### config.mk
export PLATFORM = sky130hd
export DESIGN_NAME = pe_sequencer
export DESIGN_NICKNAME = d
export VERILOG_FILES = /design/src/rtl/pe_sequencer_pkg.sv /design/src/rtl/pe_vec_walker.sv /design/src/rtl/pe_sequencer.sv
export SDC_FILE = /design/constraint.sdc
export NUM_CORES = 1
export LEC_CHECK = 0
export CORE_MARGIN = 2
export CORE_UTILIZATION = 50
export DETAILED_ROUTE_END_ITERATION = 8
export PLACE_DENSITY = 0.82
export SLEW_MARGIN = 0
export SYNTH_ARGS = -nofsm -noshare
export SYNTH_HDL_FRONTEND = slang
export SYNTH_HIERARCHICAL = 1
export SYNTH_SLANG_ARGS = --single-unit
### constraint.sdc
create_clock -name clk -period 4.2 [get_ports clk]
set_clock_uncertainty 0.05 [all_clocks]
set_input_delay 1.05 -clock clk [delete_from_list [all_inputs] [get_ports clk]]
set_output_delay 1.05 -clock clk [all_outputs]
set_load 0.005 [all_outputs]
### src/rtl/pe_sequencer_pkg.sv
// Shared types and constants for the per-PE sequencer: state encoding, vector widths,
// counter widths and the packed PE state bundle seen by the buffers.
package pe_sequencer_pkg;

    localparam int unsigned I     = 4;
    localparam int unsigned F     = 4;
    localparam int unsigned MAX_C = 16;
    localparam int unsigned MAX_K = 16;
    localparam int unsigned MAX_L = 8;
    localparam int unsigned NNZ_W = 8;

    localparam int unsigned LAYER_W = $clog2(MAX_L);
    localparam int unsigned C_W     = $clog2(MAX_C);
    localparam int unsigned K_W     = $clog2(MAX_K);

    typedef enum logic [1:0] {
        StIdle    = 2'd0,
        StLoad    = 2'd1,
        StCompute = 2'd2,
        StPpu     = 2'd3
    } pe_state_e;

    typedef struct packed {
        pe_state_e          state;
        logic [LAYER_W-1:0] cur_layer;
        logic [C_W-1:0]     cur_c;
        logic [K_W-1:0]     cur_k;
        logic [NNZ_W-1:0]   cur_a;
        logic [NNZ_W-1:0]   cur_w;
        logic [NNZ_W-1:0]   remain_a;
        logic [NNZ_W-1:0]   remain_w;
        logic               flag_remain_a;
        logic               flag_remain_w;
    } pe_state_t;

    // Channel and k-group counts share a width; a zero count still means one pass.
    function automatic logic [C_W:0] clamp_one(input logic [C_W:0] n);
        return (n == '0) ? (C_W+1)'(1) : n;
    endfunction

endpackage

### src/rtl/pe_vec_walker.sv
// Nested activation/weight offset walker for one input channel: weight-outer,
// activation-inner, frozen by multiplier backpressure.
module pe_vec_walker
    import pe_sequencer_pkg::*;
(
    input  logic             clk,
    input  logic             rst,
    input  logic             en,
    input  logic             stall,
    input  logic [NNZ_W-1:0] nnz_a,
    input  logic [NNZ_W-1:0] nnz_w,
    output logic [NNZ_W-1:0] cur_a,
    output logic [NNZ_W-1:0] cur_w,
    output logic             issue,
    output logic             chan_done
);

    logic [NNZ_W-1:0] a_q, w_q;
    logic skip, last_a, last_w, step, end_chan;

    // One extra bit so offset + vector width cannot wrap near the top of the range.
    assign last_a   = ({1'b0, a_q} + (NNZ_W+1)'(I)) >= {1'b0, nnz_a};
    assign last_w   = ({1'b0, w_q} + (NNZ_W+1)'(F)) >= {1'b0, nnz_w};
    assign skip     = (nnz_a == '0) || (nnz_w == '0);
    assign end_chan = skip || (last_a && last_w);
    // A skip cycle issues nothing, so backpressure does not hold it.
    assign step     = en && (skip || !stall);

    always_ff @(posedge clk) begin
        if (rst) begin
            a_q <= '0;
            w_q <= '0;
        end else if (step) begin
            if (end_chan) begin
                a_q <= '0;
                w_q <= '0;
            end else if (last_a) begin
                a_q <= '0;
                w_q <= w_q + NNZ_W'(F);
            end else begin
                a_q <= a_q + NNZ_W'(I);
            end
        end
    end

    assign cur_a     = a_q;
    assign cur_w     = w_q;
    assign issue     = en && !skip;
    assign chan_done = step && end_chan;

endmodule

### src/rtl/pe_sequencer.sv
// Per-PE run sequencer: DRAM load, then per layer / k group / channel vector walks
// with PPU writeback; layer parity selects the ping-pong buffer half.
module pe_sequencer
    import pe_sequencer_pkg::*;
(
    input  logic               clk,
    input  logic               rst,
    input  logic               start,
    input  logic [LAYER_W:0]   cfg_num_layers,
    input  logic [C_W:0]       cfg_num_c,
    input  logic [K_W:0]       cfg_num_k,
    input  logic               load_done,
    input  logic               ppu_done,
    input  logic               mul_stall,
    input  logic [NNZ_W-1:0]   nnz_a,
    input  logic [NNZ_W-1:0]   nnz_w,
    output logic [1:0]         state,
    output logic [LAYER_W-1:0] cur_layer,
    output logic [C_W-1:0]     cur_c,
    output logic [K_W-1:0]     cur_k,
    output logic [NNZ_W-1:0]   cur_a,
    output logic [NNZ_W-1:0]   cur_w,
    output logic [NNZ_W-1:0]   remain_a,
    output logic [NNZ_W-1:0]   remain_w,
    output logic               flag_remain_a,
    output logic               flag_remain_w,
    output logic               mul_valid,
    output logic               busy,
    output logic               done
);

    pe_state_e          st_q;
    logic [LAYER_W-1:0] layer_q;
    logic [C_W-1:0]     c_q;
    logic [K_W-1:0]     k_q;
    logic [LAYER_W:0]   num_layers_q;
    logic [C_W:0]       num_c_q;
    logic [K_W:0]       num_k_q;
    logic               done_q;
    logic               chan_done, last_c, last_k, last_layer;

    pe_vec_walker u_walker (
        .clk       (clk),
        .rst       (rst),
        .en        (st_q == StCompute),
        .stall     (mul_stall),
        .nnz_a     (nnz_a),
        .nnz_w     (nnz_w),
        .cur_a     (cur_a),
        .cur_w     (cur_w),
        .issue     (mul_valid),
        .chan_done (chan_done)
    );

    assign last_c     = {1'b0, c_q} == (num_c_q - (C_W+1)'(1));
    assign last_k     = {1'b0, k_q} == (num_k_q - (K_W+1)'(1));
    assign last_layer = ({1'b0, layer_q} + (LAYER_W+1)'(1)) == num_layers_q;

    always_ff @(posedge clk) begin
        if (rst) begin
            st_q         <= StIdle;
            layer_q      <= '0;
            c_q          <= '0;
            k_q          <= '0;
            num_layers_q <= '0;
            num_c_q      <= '0;
            num_k_q      <= '0;
            done_q       <= 1'b0;
        end else begin
            done_q <= 1'b0;
            unique case (st_q)
                StIdle: begin
                    if (start) begin
                        layer_q      <= '0;
                        c_q          <= '0;
                        k_q          <= '0;
                        num_layers_q <= cfg_num_layers;
                        num_c_q      <= clamp_one(cfg_num_c);
                        num_k_q      <= clamp_one(cfg_num_k);
                        if (cfg_num_layers == '0) begin
                            done_q <= 1'b1;
                        end else begin
                            st_q <= StLoad;
                        end
                    end
                end
                StLoad: begin
                    if (load_done) st_q <= StCompute;
                end
                StCompute: begin
                    if (chan_done) begin
                        if (last_c) st_q <= StPpu;
                        else        c_q  <= c_q + C_W'(1);
                    end
                end
                StPpu: begin
                    if (ppu_done) begin
                        c_q <= '0;
                        if (!last_k) begin
                            k_q  <= k_q + K_W'(1);
                            st_q <= StCompute;
                        end else if (last_layer) begin
                            k_q     <= '0;
                            layer_q <= '0;
                            done_q  <= 1'b1;
                            st_q    <= StIdle;
                        end else begin
                            // Next layer reads the half just written; no reload from DRAM.
                            k_q     <= '0;
                            layer_q <= layer_q + LAYER_W'(1);
                            st_q    <= StCompute;
                        end
                    end
                end
                default: st_q <= StIdle;
            endcase
        end
    end

    assign state         = st_q;
    assign cur_layer     = layer_q;
    assign cur_c         = c_q;
    assign cur_k         = k_q;
    assign remain_a      = nnz_a - cur_a;
    assign remain_w      = nnz_w - cur_w;
    assign flag_remain_a = remain_a >= NNZ_W'(I);
    assign flag_remain_w = remain_w >= NNZ_W'(F);
    assign busy          = st_q != StIdle;
    assign done          = done_q;

endmodule

==> impl_metrics.json <==
{
  "syn_area_um2": 3310,
  "crit_type": "input pin to output pin",
  "slew_headroom": 0.553,
  "synth.avg_cell_area_um2": 7.96,
  "port_buffers": 81,
  "grt_pass1_wl_mm": 14.8,
  "ys.flop_type": "dfxtp_1",
  "cp.required_ns": 3.10,
  "path_cells": "dlygate4sd2_1 > ha_4 > a21o_1 > a21oi_2 > buf_4 > o21bai_4 > a21oi_2 > xnor2_1 > buf_4 > clkdlybuf4s50_1",
  "critical_path.slowest_cell": "clkdlybuf4s50_1",
  "cts_buffer_depth": 2,
  "cts_made_buffers": 5,
  "drv_cap": 0,
  "status": "finished, final reports clean",
  "ant_nets": 0,
  "dieHeight_um": 85.4,
  "drive_gt1_frac": 0.130,
  "antenna_found_initial": 0,
  "grt_pass1_vias": 3360,
  "gp_congestion": 0.852,
  "finalSetupViolations": 0,
  "crit_fanout": 3,
  "max_freq_mhz": 242,
  "pin_count": 86,
  "yosysTopAreaCell": "dfxtp_1",
  "drtIter0Drc": 174,
  "reg2regPathDepth": 15,
  "async_reset_ff_frac": 0,
  "dp.cells": 593,
  "place_hpwl_mm": 6.61,
  "fin_cells": 607,
  "drcViolationCount": 0,
  "ir_drop_mv": 0.249,
  "clkTransAtPathRegs_ns": 0.07,
  "num_rows": 29,
  "start_util": 0.519,
  "fin_crit_sh": 0.984,
  "netlist_instances": 416,
  "die-area_um2": 7290,
  "cp.depth": 10,
  "fp.coreArea_um2": 6390,
  "cts_htree_levels": 2,
  "worstMarginPinSlew_ns": 0.668,
  "ys_warn_count": 6,
  "synth_seq_cells": 40,
  "final_core_util": 0.721,
  "end_kind": "output pin",
  "num_vias": 3370,
  "p_per_area_nw_per_um2": 292,
  "synth.distinct_cells": 66,
  "min_path_cells": 2,
  "wire_per_inst_um": 14.8,
  "drt_pre_antenna_iters": 4,
  "setup_slack_ns": 0.0661,
  "synth_top_area_frac": 0.242,
  "min_period_ns": 4.13,
  "grt_max_degree": 23,
  "grt_overflow": 0,
  "clock_latency_ns": 0.30,
  "cpLargestDelayFamily": "buffers and inverters",
  "synth_edf_count": 0,
  "vias_per_cell": 5.55,
  "num_antenna_cells": 0,
  "worstSetupStartpointType": "input pin",
  "min_path_type": "flop to flop",
  "critical_path_arrival_ns": 3.03,
  "die_x_um": 85.4,
  "cts.sinks": 40,
  "synth_seq_area_share": 0.242,
  "final_nets": 604,
  "cts_tree": "yes",
  "synthToLayoutAreaGrowth_pct": 38.9,
  "drv_slew": 0,
  "synth_area_leaders": "dfxtp_1 24%, ha_1 14%, a21oi_1 5.6%, inv_1 5.4%, xnor2_1 5.0%",
  "cts-root-buf": "clkbuf_8",
  "track_usage": 0.244,
  "hold_viol": 0,
  "p_leak_nw": 1.85,
  "crit_buf_inv": 4,
  "place_ws_ns": -0.493,
  "power_w": 0.00134,
  "drt-total-wl_mm": 8.97,
  "slowest_delay_ns": 0.49
}
[worst min-delay path, cell delays in order, from the launching register on]
cell,delay [ns]
dfxtp_1,0.32
nand2_1,0.05
a21oi_1,0.05
[registers in the layout, summed over array words and instances (netlist names)]
signal	flops
u_walker/cur_a	6
cur_c	4
done	1
num_layers_q	4
cur_layer	3
cur_k	4
u_walker/cur_w	6
num_c_q	5
num_k_q	5
state	2
[kinds of logic after synthesis]
kind of cell               count (synthesis)  share of synthesized area
buffers and inverters                     58                     0.0702
DFF                                       40                      0.242
xor gates and xnor gates                  36                     0.0952
muxes                                      4                     0.0121
other                                      1                    0.00113
AOI/OAI and AO/OA                         90                      0.191
adders and majority gates                 39                      0.152
and+or+nand+nor                          148                      0.237
[cell usage after synthesis (2+ instances only)]
master and instances:
or3_1 4, xor2_1 17, xnor2_1 19, or4_1 3
o32ai_1 2, buf_4 4, mux2i_1 4, o21bai_1 2
dfxtp_1 40, nand3_1 7, nand4bb_1 2, a21o_1 4
clkbuf_1 5, fa_1 2, inv_1 48, nand3b_1 3
nand4_1 5, nor3_1 8, o31ai_1 2, ha_1 37
nand4b_1 2, nor2_1 29, a22oi_1 2, nand2b_1 11
a211oi_1 5, o2111ai_1 2, a21oi_1 37, nor4_1 10
a2bb2oi_1 3, o21a_1 3, nor2b_1 7, nand2_1 44
o21ai_0 10
[worst paths after layout]
| path | from | end | slack (ns) |
|---|---|---|---|
| hold reg to reg | num_layers_q[2]$_SDFFE_PP0P_ | num_layers_q[2]$_SDFFE_PP0P_ | 0.42 |
| setup / recovery | nnz_w[2] | remain_w[6] | 0.07 |
| setup reg to reg | u_walker/cur_w[2]$_SDFFE_PP0P_ | cur_c[3]$_SDFFE_PP0P_ | 0.67 |
| hold / removal | num_layers_q[2]$_SDFFE_PP0P_ | num_layers_q[2]$_SDFFE_PP0P_ | 0.42 |
[stage by stage]
| stage | instance area [µm²] | hold WS [ns] | setup TNS (ns) |
|---|---|---|---|
| 2_1_floorplan | 3320 | 0.395 | 0 |
| 6_report | 4600 | 0.422 | 0 |
| 5_1_grt | 4600 | 0.450 | -0.0114 |
| 4_1_cts | 4570 | 0.424 | 0 |
| 3_5_place_dp | 4370 | 0.414 | -1.58 |
| 3_3_place_gp | 4370 | 0.409 | -1.27 |
[final cells by class]
class / instances / area (µm²)
repair buffers: 113 / 1030
multi-input cells: 321 / 2400
flip-flops and latches: 40 / 801
inverters: 48 / 180
clock buffers: 8 / 90.1
well taps: 77 / 96.3
fillers: 497 / 1780
[per-layer routing]
metal | global-route usage | vias to the layer above | routed length [µm]
met5 | 0 | - | 0
met4 | 0.0967 | 0 | 311
met3 | 0.0311 | 33 | 236
met2 | 0.440 | 84 | 4560
met1 | 0.293 | 1581 | 3860
li1 | - | 1672 | -
[repair_timing]
action / CTS / global route
endpoints found under the setup margin: 7 / 5
pin swaps: 13 / 9
buffers inserted: 5 / 1
gates resized for setup: 30 / 4
endpoints found under the hold margin: 0 / 0
hold buffers: 0 / 0
[cell usage in the layout (no fill, tap or decap), types with 6 or more instances in the layout]
cell type and instances:
o21ai_0 10, nor3_1 8, nand2b_1 11, clkbuf_8 6
clkdlybuf4s50_1 71, dfxtp_1 40, dlygate4sd2_1 7, xnor2_1 19
nor2_1 29, buf_4 32, xor2_1 17, nand3_1 7
a21oi_1 32, inv_1 48, nand2_1 44, ha_1 32
nor2b_1 7, nor4_1 10
[power by group]
part           leakage, nW  switching (W)  internal, W
clock network       0.0455       0.000133     0.000134
logic                 1.48       0.000306     0.000312
registers            0.325      0.0000429     0.000415
Note: power is estimated with default switching activity, not from simulation.
